$ cat src/rtl/jogador_automatico_if.sv
// Signal bundle between the automatic player and its surroundings: the game's
// LED/result lines, the player's button drive, and the player's control/status.
interface jogador_automatico_if;
  logic       habilitar;
  logic [3:0] leds;
  logic       ganhou;
  logic       perdeu;
  logic [1:0] modo;
  logic [3:0] erro_rodada;
  logic [3:0] erro_jogada;
  logic [3:0] botoes;
  logic [3:0] rodada;
  logic       ocupado;
  logic       fim;
  logic       estouro;

  // Board / bench side: drives the game outputs and the player controls.
  modport master (
    output habilitar, leds, ganhou, perdeu, modo, erro_rodada, erro_jogada,
    input  botoes, rodada, ocupado, fim, estouro
  );

  // Player side.
  modport slave (
    input  habilitar, leds, ganhou, perdeu, modo, erro_rodada, erro_jogada,
    output botoes, rodada, ocupado, fim, estouro
  );
endinterface

$ cat src/rtl/jogador_automatico.sv
// Automatic player for the memory game: listens to the LED display, stores
// each one-hot value shown, then replays the stored sequence on the buttons
// with fixed hold/gap timing. Can inject a wrong press or a missing press at
// a chosen round/play to exercise the game's error paths.
module jogador_automatico #(
  parameter int MAX_JOGADAS     = 16,
  parameter int HOLD_CYCLES     = 10,
  parameter int GAP_CYCLES      = 10,
  parameter int SILENCIO_CYCLES = 20
) (
  input  logic                 clock,
  input  logic                 reset,
  jogador_automatico_if.slave  bus
);

  localparam int IW   = (MAX_JOGADAS > 1) ? $clog2(MAX_JOGADAS) : 1;
  localparam int NW   = $clog2(MAX_JOGADAS + 1);
  localparam int TMAX = (HOLD_CYCLES > GAP_CYCLES) ? HOLD_CYCLES : GAP_CYCLES;
  localparam int CW   = (TMAX > 1) ? $clog2(TMAX) : 1;
  localparam int SW   = $clog2(SILENCIO_CYCLES + 1);

  typedef enum logic [2:0] {
    OCIOSO       = 3'd0,
    OUVINDO      = 3'd1,
    CAPTURA      = 3'd2,
    REPETE_PRESS = 3'd3,
    REPETE_SOLTA = 3'd4,
    AGUARDA      = 3'd5,
    FIM          = 3'd6
  } estado_t;

  // True when exactly one bit of a 4-bit value is set.
  function automatic logic is_one_hot(input logic [3:0] v);
    return (v != 4'd0) && ((v & (v - 4'd1)) == 4'd0);
  endfunction

  // Rotated value is always a different button than the stored one.
  function automatic logic [3:0] rotate_wrong(input logic [3:0] v);
    return {v[2:0], v[3]};
  endfunction

  estado_t          state_q, state_d;
  logic [NW-1:0]    n_q, n_d;
  logic [IW-1:0]    i_q, i_d;
  logic [SW-1:0]    sil_q, sil_d;
  logic [CW-1:0]    cnt_q, cnt_d;
  logic [3:0]       rodada_q, rodada_d;
  logic [3:0]       botoes_q, botoes_d;
  logic             estouro_q, estouro_d;
  logic             ocupado_q, ocupado_d;
  logic             fim_q, fim_d;
  logic [3:0]       buf_q [MAX_JOGADAS];

  logic             wr_en_s;
  logic             go_press_s;
  logic [IW-1:0]    start_idx_s;
  logic [3:0]       start_val_s;
  logic             inj_hit_s;
  logic             inj_wrong_s;
  logic             inj_timeout_s;
  logic [SW-1:0]    sil_inc_s;

  // Which play would start next, its stored value and whether it is the injection target.
  always_comb begin
    if (state_q == REPETE_SOLTA) begin
      start_idx_s = i_q + {{(IW-1){1'b0}}, 1'b1};
    end else begin
      start_idx_s = {IW{1'b0}};
    end
    start_val_s   = buf_q[start_idx_s];
    inj_hit_s     = (rodada_q == bus.erro_rodada) &&
                    ((32'(start_idx_s) + 32'd1) == 32'(bus.erro_jogada));
    inj_wrong_s   = inj_hit_s && (bus.modo == 2'b01);
    inj_timeout_s = inj_hit_s && (bus.modo == 2'b10);
    if (sil_q == SW'(SILENCIO_CYCLES)) begin
      sil_inc_s = sil_q;
    end else begin
      sil_inc_s = sil_q + {{(SW-1){1'b0}}, 1'b1};
    end
  end

  // Next-state and next-output computation for the player.
  always_comb begin
    state_d    = state_q;
    n_d        = n_q;
    i_d        = i_q;
    sil_d      = sil_q;
    cnt_d      = cnt_q;
    rodada_d   = rodada_q;
    botoes_d   = botoes_q;
    estouro_d  = estouro_q;
    wr_en_s    = 1'b0;
    go_press_s = 1'b0;

    if (!bus.habilitar) begin
      state_d   = OCIOSO;
      n_d       = {NW{1'b0}};
      i_d       = {IW{1'b0}};
      sil_d     = {SW{1'b0}};
      cnt_d     = {CW{1'b0}};
      rodada_d  = 4'd0;
      botoes_d  = 4'd0;
      estouro_d = 1'b0;
    end else if (state_q == OCIOSO) begin
      state_d   = OUVINDO;
      n_d       = {NW{1'b0}};
      i_d       = {IW{1'b0}};
      sil_d     = {SW{1'b0}};
      cnt_d     = {CW{1'b0}};
      rodada_d  = 4'd1;
      botoes_d  = 4'd0;
    end else if (bus.ganhou || bus.perdeu) begin
      state_d  = FIM;
      botoes_d = 4'd0;
    end else begin
      case (state_q)
        OUVINDO: begin
          botoes_d = 4'd0;
          if (is_one_hot(bus.leds)) begin
            if (n_q == NW'(MAX_JOGADAS)) begin
              estouro_d = 1'b1;
            end else begin
              wr_en_s = 1'b1;
              n_d     = n_q + {{(NW-1){1'b0}}, 1'b1};
            end
            sil_d   = {SW{1'b0}};
            state_d = CAPTURA;
          end else if (bus.leds == 4'd0) begin
            sil_d = sil_inc_s;
            if ((n_q != {NW{1'b0}}) && (sil_inc_s == SW'(SILENCIO_CYCLES))) begin
              i_d        = {IW{1'b0}};
              go_press_s = 1'b1;
            end else begin
              go_press_s = 1'b0;
            end
          end else begin
            sil_d = sil_q;
          end
        end
        CAPTURA: begin
          botoes_d = 4'd0;
          // The zero that ends the pulse is the first silent sample.
          if (bus.leds == 4'd0) begin
            sil_d   = {{(SW-1){1'b0}}, 1'b1};
            state_d = OUVINDO;
          end else begin
            state_d = CAPTURA;
          end
        end
        REPETE_PRESS: begin
          if (cnt_q == CW'(HOLD_CYCLES - 1)) begin
            cnt_d    = {CW{1'b0}};
            botoes_d = 4'd0;
            state_d  = REPETE_SOLTA;
          end else begin
            cnt_d = cnt_q + {{(CW-1){1'b0}}, 1'b1};
          end
        end
        REPETE_SOLTA: begin
          botoes_d = 4'd0;
          if (cnt_q == CW'(GAP_CYCLES - 1)) begin
            cnt_d = {CW{1'b0}};
            if ((NW'(i_q) + {{(NW-1){1'b0}}, 1'b1}) < n_q) begin
              i_d        = start_idx_s;
              go_press_s = 1'b1;
            end else begin
              n_d     = {NW{1'b0}};
              i_d     = {IW{1'b0}};
              sil_d   = {SW{1'b0}};
              state_d = OUVINDO;
              if (rodada_q == 4'd15) begin
                rodada_d = rodada_q;
              end else begin
                rodada_d = rodada_q + 4'd1;
              end
            end
          end else begin
            cnt_d = cnt_q + {{(CW-1){1'b0}}, 1'b1};
          end
        end
        AGUARDA: begin
          botoes_d = 4'd0;
        end
        FIM: begin
          botoes_d = 4'd0;
        end
        default: begin
          state_d  = OCIOSO;
          botoes_d = 4'd0;
        end
      endcase

      // Starting a play: either press (possibly the wrong button) or hang silently.
      if (go_press_s) begin
        cnt_d = {CW{1'b0}};
        if (inj_timeout_s) begin
          state_d  = AGUARDA;
          botoes_d = 4'd0;
        end else if (inj_wrong_s) begin
          state_d  = REPETE_PRESS;
          botoes_d = rotate_wrong(start_val_s);
        end else begin
          state_d  = REPETE_PRESS;
          botoes_d = start_val_s;
        end
      end else begin
        cnt_d = cnt_d;
      end
    end

    ocupado_d = (state_d != OCIOSO) && (state_d != FIM);
    fim_d     = (state_d == FIM);
  end

  // Player state and registered outputs.
  always_ff @(posedge clock or negedge reset) begin
    if (!reset) begin
      state_q   <= OCIOSO;
      n_q       <= {NW{1'b0}};
      i_q       <= {IW{1'b0}};
      sil_q     <= {SW{1'b0}};
      cnt_q     <= {CW{1'b0}};
      rodada_q  <= 4'd0;
      botoes_q  <= 4'd0;
      estouro_q <= 1'b0;
      ocupado_q <= 1'b0;
      fim_q     <= 1'b0;
    end else begin
      state_q   <= state_d;
      n_q       <= n_d;
      i_q       <= i_d;
      sil_q     <= sil_d;
      cnt_q     <= cnt_d;
      rodada_q  <= rodada_d;
      botoes_q  <= botoes_d;
      estouro_q <= estouro_d;
      ocupado_q <= ocupado_d;
      fim_q     <= fim_d;
    end
  end

  // Capture buffer; contents after reset do not matter.
  always_ff @(posedge clock) begin
    if (wr_en_s) begin
      buf_q[n_q[IW-1:0]] <= bus.leds;
    end
  end

  assign bus.botoes  = botoes_q;
  assign bus.rodada  = rodada_q;
  assign bus.ocupado = ocupado_q;
  assign bus.fim     = fim_q;
  assign bus.estouro = estouro_q;

endmodule

$ cat src/flat_wrapper.sv
// flat-port wrapper written by rule: the top's interface ports become plain ports
module jogador_automatico_flat 
#(
  parameter int MAX_JOGADAS     = 16,
  parameter int HOLD_CYCLES     = 10,
  parameter int GAP_CYCLES      = 10,
  parameter int SILENCIO_CYCLES = 20
)
  (clock, reset, bus_habilitar, bus_leds, bus_ganhou, bus_perdeu, bus_modo, bus_erro_rodada, bus_erro_jogada, bus_botoes, bus_rodada, bus_ocupado, bus_fim, bus_estouro);
  jogador_automatico_if bus_i ();
  input  logic clock;
  input  logic reset;
  input wire logic [$bits(bus_i.habilitar)-1:0] bus_habilitar;
  input wire logic [$bits(bus_i.leds)-1:0] bus_leds;
  input wire logic [$bits(bus_i.ganhou)-1:0] bus_ganhou;
  input wire logic [$bits(bus_i.perdeu)-1:0] bus_perdeu;
  input wire logic [$bits(bus_i.modo)-1:0] bus_modo;
  input wire logic [$bits(bus_i.erro_rodada)-1:0] bus_erro_rodada;
  input wire logic [$bits(bus_i.erro_jogada)-1:0] bus_erro_jogada;
  output wire logic [$bits(bus_i.botoes)-1:0] bus_botoes;
  output wire logic [$bits(bus_i.rodada)-1:0] bus_rodada;
  output wire logic [$bits(bus_i.ocupado)-1:0] bus_ocupado;
  output wire logic [$bits(bus_i.fim)-1:0] bus_fim;
  output wire logic [$bits(bus_i.estouro)-1:0] bus_estouro;
  assign bus_i.habilitar = bus_habilitar;
  assign bus_i.leds = bus_leds;
  assign bus_i.ganhou = bus_ganhou;
  assign bus_i.perdeu = bus_perdeu;
  assign bus_i.modo = bus_modo;
  assign bus_i.erro_rodada = bus_erro_rodada;
  assign bus_i.erro_jogada = bus_erro_jogada;
  assign bus_botoes = bus_i.botoes;
  assign bus_rodada = bus_i.rodada;
  assign bus_ocupado = bus_i.ocupado;
  assign bus_fim = bus_i.fim;
  assign bus_estouro = bus_i.estouro;
  jogador_automatico #(.MAX_JOGADAS(MAX_JOGADAS), .HOLD_CYCLES(HOLD_CYCLES), .GAP_CYCLES(GAP_CYCLES), .SILENCIO_CYCLES(SILENCIO_CYCLES)) u_core (.clock(clock), .reset(reset), .bus(bus_i));
endmodule
$ cat config.mk
export PLATFORM = sky130hd
export DESIGN_NAME = jogador_automatico_flat
export DESIGN_NICKNAME = d
export VERILOG_FILES = /design/src/rtl/jogador_automatico_if.sv /design/src/rtl/jogador_automatico.sv /design/src/flat_wrapper.sv
export SDC_FILE = /design/constraint.sdc
export NUM_CORES = 1
export LEC_CHECK = 0
export CAP_MARGIN = 40
export CORE_ASPECT_RATIO = 1.4
export CORE_MARGIN = 2
export CORE_UTILIZATION = 64
export CTS_CLUSTER_SIZE = 20
export DETAILED_ROUTE_END_ITERATION = 16
export PLACE_DENSITY = 0.85
export SLEW_MARGIN = 25
export SYNTH_ARGS = -nofsm -noshare
export SYNTH_HDL_FRONTEND = slang
export SYNTH_SLANG_ARGS = --single-unit
$ cat constraint.sdc
create_clock -name clock -period 5.6 [get_ports clock]
set_input_delay 1.4 -clock clock [delete_from_list [all_inputs] [get_ports clock]]
set_output_delay 1.4 -clock clock [all_outputs]
set_load 0.03 [all_outputs]
======== Yosys cells after proc, flatten, opt, wreduce, memory -nomap -nowiden ========
Memories as Yosys holds them, arrays and structs flattened.
Index checks and enable logic that the tools add are counted.
word-level totals
  bits in writable memories ............... 64
  flip-flop bits (word level) ............. 32
  output and inout port bits .............. 11
  memories kept ........................... 1
  logic and storage cells ................. 163
  input port bits ......................... 19
cells by class
  equality and inequality tests ........... 40
  bitwise operators ....................... 1
  reduce and logical (&&, ||, !) cells .... 21
  add/sub/neg operators ................... 8
  magnitude comparators ................... 1
  mux-type cells .......................... 81
memories
  memory        depth  bits a word  rd ports  clocked after memory_dff  wr ports  line                      source
  u_core.buf_q  16     4            1         0                         1         jogador_automatico.sv:52  logic [3:0] buf_q [MAX_JOGADAS];
operators by type and width
  operator                                                number
  two-way mux 4 bit                                       30
  two-way mux 5 bit                                       14
  equality test 32 x 4 -> 1 bit                           1
  two-way mux 3 bit                                       9
  two-way mux 1 bit                                       22
  inequality test 4 x 2 -> 1 bit (second input constant)  5
  AND reduction 6 bit                                     3
  equality test 5 bit (second input constant)             3
  case mux 3 bit (5 select lines)                         1
  case mux 5 bit (3 select lines)                         1
  adder 4 x 1 -> 4 bit (second input constant)            3
  equality test 3 bit (second input constant)             4
  adder 4 x 1 -> 5 bit (second input constant)            2
  adder 5 x 1 -> 5 bit (second input constant)            2
  case mux 5 bit (2 select lines)                         1
  AND reduction 5 bit                                     2
  inequality test 3 x 2 -> 1 bit (second input constant)  3
  equality test 4 bit (second input constant)             2
  zero test 4 bit                                         2
  inequality test 4 x 3 -> 1 bit (second input constant)  2
  inequality test 4 bit (second input constant)           2
  case mux 4 bit (2 select lines)                         1
  equality test 3 x 2 -> 1 bit (second input constant)    2
  logical AND 1 bit                                       6
  other kinds (24)                                        29

======== Depth between registers and ports, before layout ========
Gate-level depths: netlist of the first run.
  depth in word-level cells ............... 17
  depth in mapped cells ................... 11
  gate-level depth less buffers ........... 10

======== Worst setup path before layout of the first run ========
No wires, ideal clock.
  path type ............................... in2reg
  start point ............................. input bus_leds[3]
  end point ............................... memory u_core.buf_q[3][0], enable pin
  path buffers ............................ 0
  path slack .............................. 2.421 ns
  arrival time ............................ 2.817 ns
  setup time .............................. 0.361 ns
  cell stages on the path ................. 7
  required time ........................... 5.239 ns
  path through ............................ o21ai_0 o21ai_0 o21ai_1 nand2_1 nor3b_1 nand2_1 nor3_1
between the ends
  word-level cells in the longest chain between the ends .. 11
  elaborated cells on any way between the ends .. 12
  those cells by class .................... add/sub (1); mux (7); bitwise (1); reduce/logical (3)
RTL lines
  item                                         line                       source
  from (decl)                                  flat_wrapper.sv:14         input wire logic [$bits(bus_i.leds)-1:0] bus_leds;
  subtractor 4 x 1 -> 4 bit                    jogador_automatico.sv:34   return (v != 4'd0) && ((v & (v - 4'd1)) == 4'd0);
  bitwise AND 4 bit                            jogador_automatico.sv:34
  zero test 4 bit                              jogador_automatico.sv:34
  logical AND 1 bit (*)                        jogador_automatico.sv:34
  two-way mux 1 bit (*)                        jogador_automatico.sv:119  if (is_one_hot(bus.leds)) begin
  two-way mux 1 bit (*)                        jogador_automatico.sv:116  case (state_q)
  two-way mux 1 bit (*)                        jogador_automatico.sv:112  end else if (bus.ganhou || bus.perdeu) begin
  two-way mux 1 bit (*)                        jogador_automatico.sv:104  end else if (state_q == OCIOSO) begin
  two-way mux 1 bit (*)                        jogador_automatico.sv:95   if (!bus.habilitar) begin
  two-way mux 1 bit (*)                        jogador_automatico.sv:244  if (wr_en_s) begin
  two-way mux 1 bit (implied by the code) (*)  jogador_automatico.sv:245  buf_q[n_q[IW-1:0]] <= bus.leds;
  to (decl)                                    jogador_automatico.sv:52
Mark *: on every way between the ends. The rest lies on a longest branch, timed or not.

======== Final worst setup path of the first run ========
  start point ............................. input bus_leds[3]
  end point ............................... memory u_core.buf_q[1][2], enable pin
Same word-level chain as after synthesis.

==> results of run 1 <==
## routing by layer
metal	routed length [um]	track usage, %	part of all wire, %	vias up
li1	-	-	-	1755
met1	4340	33.6	38	1893
met2	6330	52.2	55	144
met3	612	5.30	5.3	22
met4	241	8.87	2.1	0
met5	0	0	0	-
## placed cells by master, fill, tap and decap left out, drive strengths merged, types with 7 or more instances in the layout
master         instances
o21ai                 28
nand3                 16
a221oi                 8
o31ai                  7
ha                    15
xnor2                  8
nand2b                 8
mux2i                 17
a21oi                 17
dfrtp                 32
edfxtp                64
nor2                  36
nand2                 37
xor2                   8
nor3                  13
clkbuf                 9
buf                    7
clkdlybuf4s50         29
inv                   17
nor2b                  7
## worst max path at each step
stage | from | endpoint | depth (start not counted)
after floorplan | bus_leds[3] | u_core.buf_q[3][0] | 7
after global placement | bus_leds[2] | u_core.buf_q[1][0] | 9
after detailed placement | bus_leds[3] | u_core.buf_q[1][0] | 9
after CTS | bus_leds[3] | u_core.buf_q[1][2] | 9
after global routing | bus_leds[3] | u_core.buf_q[2][3] | 9
final | bus_leds[3] | u_core.buf_q[1][2] | 9
## flip-flops by register name, summed over array words and instances (netlist names)
name                cells
u_core.state_q          3
u_core.bus.estouro      1
u_core.cnt_q            4
u_core.buf_q           64
u_core.bus.rodada       4
u_core.bus.fim          1
u_core.sil_q            5
u_core.bus.ocupado      1
u_core.bus.botoes       4
u_core.i_q              4
u_core.n_q              5
## layout make-up
class / instances / area [um^2] / area share (%)
flip-flops and latches: 96 / 2720 / 47.9
multi-input cells: 320 / 2200 / 38.7
repair buffers: 36 / 350 / 6.16
clock inverters: 6 / 92.6 / 1.63
clock buffers: 9 / 124 / 2.18
well taps: 100 / 125 / 2.20
inverters: 17 / 68.8 / 1.21
## critical path, stage by stage
cell	delay, ns
clkdlybuf4s50_1	0.46
buf_4	0.24
xor2_1	0.20
o21ai_0	0.13
o21ai_1	0.40
nand2_1	0.16
nor3b_1	0.35
nand2_1	0.21
nor3_1	0.47
## per-stage QoR
step           setup WS (ns)  cells  util [%]
3_5_place_dp            1.35    568      70.8
6_report                1.61    584      73.8
5_1_grt                 1.41    584      73.8
2_1_floorplan           2.42    448         -
3_3_place_gp            1.46    568      70.8
4_1_cts                 1.69    583      73.6
## cell families after synthesis
kind of cell | synth area share (%)
buffers and inverters | 2.55
and+or+nand+nor | 16.6
AOI/OAI and AO/OA | 14.0
adders and majority gates | 3.91
xor gates and xnor gates | 3.07
muxes | 6.04
DFF | 53.9
## power groups by stage
stage	sequential, mW	clock [mW]	combinational (mW)
6_report	0.817	0.497	0.313
5_1_grt	0.821	0.524	0.343
4_1_cts	0.816	0.497	0.310
3_5_place_dp	0.831	0	0.308
3_3_place_gp	0.829	0	0.301
2_1_floorplan	0.828	0	0.205
==> results.json, run 1 <==
{
  "min_period_over_period_pct": 71.2,
  "p_leak_nw": 2.03,
  "postRouteAntennaNets": 0,
  "synthTopCellsByArea": "edfxtp_1 (38%), dfrtp_1 (16%), ha_1 (3.7%)",
  "clk_latency_ns": 0.38,
  "worst_pin_slew_ns": 0.965,
  "portBuffers": 29,
  "power_frac_comb_pct": 19.2,
  "wl_mm": 11.5,
  "synth_ff_type": "edfxtp_1",
  "start_util_pct": 65.6,
  "die_w_um": 79.1,
  "drt_pass1_iterations": 5,
  "num_rows": 38,
  "grt_overflow": 0,
  "antenna_found_initial": 0,
  "drt_iter0_drc": 356,
  "async_reset_ff_share_pct": 33.3,
  "p_int_mw": 1.15,
  "path_max_fanout": 21,
  "hold_path.class": "reg -> reg",
  "cts_tree": "yes",
  "vias_per_cell": 6.53,
  "placed_area_mm2": 0.00545,
  "whs_path_depth": 1,
  "relSlewSlack_pct": 35.1,
  "core_mm2": 0.00770,
  "post-cts-setup-buffers": 0,
  "wl_per_cell_um": 19.7,
  "num_vias": 3814,
  "die_area_mm2": 0.00863,
  "rsz0062_at_grt": "no",
  "drc": 0,
  "dpl.hpwl_mm": 8.36,
  "grt_first_pass_wirelength_mm": 18.5,
  "yosysSeqAreaShare_pct": 53.9,
  "synth-seq-cells": 96,
  "grtUsageTotal_pct": 28.4,
  "fin_area_mm2": 0.00568,
  "reg2reg_to": "u_core.bus.botoes[2]",
  "grt_pass1_vias": 3702,
  "peakVddDrop_uv": 249,
  "p_per_area_mw_per_mm2": 286,
  "fin_crit_ns": 3.99,
  "setup_viol": 0,
  "path_class": "in -> reg",
  "synth.distinct_cells": 61,
  "synth_top_area_cell": "edfxtp_1",
  "die_y_um": 109,
  "cts_buffer_depth": 2,
  "status": "completed",
  "reg2reg_depth": 9,
  "skew_ns": 0.0110,
  "layout-drive-gt1-share_pct": 8.47,
  "netSwitchingFraction_pct": 29.1,
  "seqPwrFrac_pct": 50.2,
  "cts_resized": 0,
  "insertedDiodeCount": 0,
  "finalSetupTns_ns": 0,
  "syn_area_mm2": 0.00505,
  "cts_root_buf": "clkbuf_8",
  "fill_cells": 521,
  "p_sw_uw": 474,
  "worstPathRequired_ns": 5.63,
  "synth_top_area_share_pct": 38.0,
  "maxCapViolations": 0,
  "grt_max_degree": 33,
  "endpoint_kind": "flop",
  "synth_edf_count": 64,
  "rrSetupSlack_ns": 2.12,
  "hold_slack_ns": 0.516,
  "io_pins": 30,
  "ctsHoldBuffers": 0,
  "total_power_mw": 1.63,
  "final_hold_viol_count": 0,
  "synth_common_cells": "edfxtp_1 (64), nand2_1 (36), nor2_1 (36)",
  "cts_sinks": 96,
  "cts_buffers": 9,
  "min_from": "u_core.bus.botoes[0]",
  "cp-start-kind": "primary input",
  "pwr-share-clk_pct": 30.6,
  "htree_levels": 3,
  "slew_viol_final": 0,
  "layout-area-overhead-vs-synth_pct": 12.5,
  "syn_inst": 448,
  "fmax_mhz": 251,
  "synth_nets": 482,
  "yosys_warnings": 0,
  "clkTransAtPathRegs_ns": 0.09,
  "place.gp.congestion": 0.901,
  "r2r_start": "u_core.i_q[0]",
  "arrival_ns": 4.02,
  "synth.most_common_cell": "edfxtp_1",
  "hold_end": "u_core.bus.botoes[0]",
  "nNetsFinal": 514,
  "avgSynthCellArea_um2": 11.3
}
Power figures use the tool's default switching activity.
==> inputs of run 2 (changes only) <==
- CORE_UTILIZATION: 64 -> 54
- PLACE_DENSITY: 0.85 -> 0.76
- clock period: 5.6 -> 3.25 ns (I/O delays scaled with it)
==> run 2 against run 1 <==
Non-clock buffer count increased by 29; routed wire length increased by 3.0%; global-route usage decreased by 4.1 points; critical path depth increased by 1; sequential share of layout area decreased by 2.4 points; cell area increased by 5.4%; first-iteration DRC count decreased by 21%; total power increased by 88%; utilization decreased by 7.8 points.
==> results.json, run 2 (same netlist as run 1, synthesis figures left out) <==
{
  "dpl.hpwl_mm": 8.88,
  "grtUsageTotal_pct": 24.4,
  "endpoint_kind": "flop",
  "multi_input_area_mm2": 0.00220,
  "grt_pass1_vias": 3873,
  "hold_path.class": "reg -> reg",
  "hold_end": "u_core.bus.botoes[3]",
  "cts_resized": 0,
  "p_int_mw": 2.19,
  "utilization_pct": 66.0,
  "min_period_over_period_pct": 92.4,
  "grt_overflow": 0,
  "relSlewSlack_pct": 63.2,
  "cp_slowest_stage_delay_ns": 0.64,
  "finalSetupTns_ns": 0,
  "worstPathRequired_ns": 3.48,
  "setup_slack_ns": 0.248,
  "die_w_um": 85.8,
  "portBuffers": 29,
  "cts_root_buf": "clkbuf_16",
  "hold_slack_ns": 0.506,
  "reg2reg_depth": 10,
  "cp-start-kind": "flop",
  "r2r_start": "u_core.i_q[0]",
  "final_hold_viol_count": 0,
  "path_max_fanout": 18,
  "clk_latency_ns": 0.35,
  "fin_crit_ns": 3.00,
  "seqPwrFrac_pct": 45.2,
  "whs_path_depth": 1,
  "layout-area-overhead-vs-synth_pct": 18.5,
  "ctsHoldBuffers": 0,
  "die_y_um": 118,
  "arrival_ns": 3.24,
  "crit_buf_inv": 3,
  "drt_iter0_drc": 283,
  "status": "completed",
  "cts_buffers": 9,
  "post-cts-setup-buffers": 0,
  "worst_pin_slew_ns": 0.549,
  "drc": 0,
  "grt_max_degree": 33,
  "crit_chain": "buf_4 -> inv_1 -> nand2_4 -> clkinv_4 -> ha_1 -> xnor2_1 -> nand4_1 -> or4_1 -> mux2i_1 -> a22o_1",
  "drt_pass1_iterations": 4,
  "die_area_mm2": 0.0102,
  "finalNonFillerCells": 621,
  "vias_per_cell": 6.18,
  "placed_area_mm2": 0.00569,
  "final_common_cell": "edfxtp_1",
  "path_class": "reg -> reg",
  "clkTransAtPathRegs_ns": 0.07,
  "p_per_area_mw_per_mm2": 511,
  "place.gp.congestion": 0.881,
  "largest_register_ffs": 64,
  "num_rows": 41,
  "layout-drive-gt1-share_pct": 13.6,
  "place_inst": 605,
  "rsz0062_at_grt": "no",
  "fin_area_mm2": 0.00599,
  "num_vias": 3835,
  "rrSetupSlack_ns": 0.25,
  "maxCapViolations": 0,
  "grt_util_met2_pct": 44.4,
  "cts_buffer_depth": 2,
  "p_leak_nw": 2.22,
  "grt_busiest_layer": "met2",
  "insertedDiodeCount": 0,
  "total_power_mw": 3.06,
  "reg2reg_to": "u_core.bus.botoes[1]",
  "mostFrequentLayoutCells": "edfxtp_1 (64), nand2_1 (36), nor2_1 (36), buf_4 (36), dfrtp_1 (32)",
  "postRouteAntennaNets": 0,
  "path_delay_family": "simple AND/OR/NAND/NOR gates",
  "core_mm2": 0.00908,
  "wl_mm": 11.9,
  "nNetsFinal": 543,
  "fill_cells": 708,
  "p_sw_uw": 867,
  "peakVddDrop_uv": 263,
  "skew_ns": 0.00503,
  "htree_levels": 3,
  "cts_sinks": 96,
  "pwr-share-clk_pct": 35.0,
  "use_met1_pct": 27.4,
  "antenna_found_initial": 0,
  "start_util_pct": 55.6,
  "wl_per_cell_um": 19.1,
  "fmax_mhz": 333,
  "netSwitchingFraction_pct": 28.3,
  "slew_viol_final": 0,
  "grt_util_met3_pct": 4.54,
  "seq_area_mm2": 0.00272,
  "min_from": "u_core.bus.botoes[3]",
  "power_frac_comb_pct": 19.8,
  "pre_cts_ws_ns": 0.0155,
  "cts_tree": "yes",
  "grt_first_pass_wirelength_mm": 18.9,
  "setup_viol": 0,
  "slowest_stage": "or4_1",
  "io_pins": 30
}
==> run 2: changes by cell type in the layout (fill, tap and decap cells not counted), sizes merged <==
cell / change
bufinv: -1
clkbuf: +1
buf: +29
clkinv: +1
inv: +2
clkinvlp: -2
==> run 2: worst max path at each step <==
stage	startpoint	end	cells past startpoint
floorplan	u_core.i_q[0]	u_core.sil_q[3]	10
global placement	bus_leds[0]	u_core.bus.ocupado	8
detailed placement	bus_leds[2]	u_core.buf_q[2][0]	10
CTS	u_core.i_q[0]	u_core.bus.botoes[1]	10
global route	u_core.i_q[0]	u_core.bus.botoes[1]	10
finish	u_core.i_q[0]	u_core.bus.botoes[1]	10
==> run 2: routing by layer <==
| metal | up-vias | share of wire (%) |
|---|---|---|
| met3 | 27 | 3.6 |
| met4 | 0 | 2.8 |
| met5 | - | 0 |
| met1 | 1905 | 38 |
| li1 | 1817 | - |
| met2 | 86 | 55 |
==> run 2: power groups by stage <==
stage          combinational, mW  sequential [mW]  clock, mW
5_1_grt                    0.666             1.39       1.14
2_1_floorplan              0.353             1.43          0
3_3_place_gp               0.589             1.41          0
4_1_cts                    0.605             1.38       1.09
6_report                   0.607             1.38       1.07
3_5_place_dp               0.597             1.41          0
==> run 2: area by class of cell <==
cell class                      instances  area share (%)
Tap cell                              107            2.24
Sequential cell                        96            45.5
Timing Repair Buffer                   65            9.36
Inverter                               17            1.15
Clock inverter                          6            1.23
Multi-Input combinational cell        320            36.7
Clock buffer                           10            3.82
==> inputs of run 3 (changes only) <==
- SKIP_LAST_GASP: not set -> 1
==> results of run 3 <==
Same layout as run 2: the final DEF is identical, and so are final timing and power.
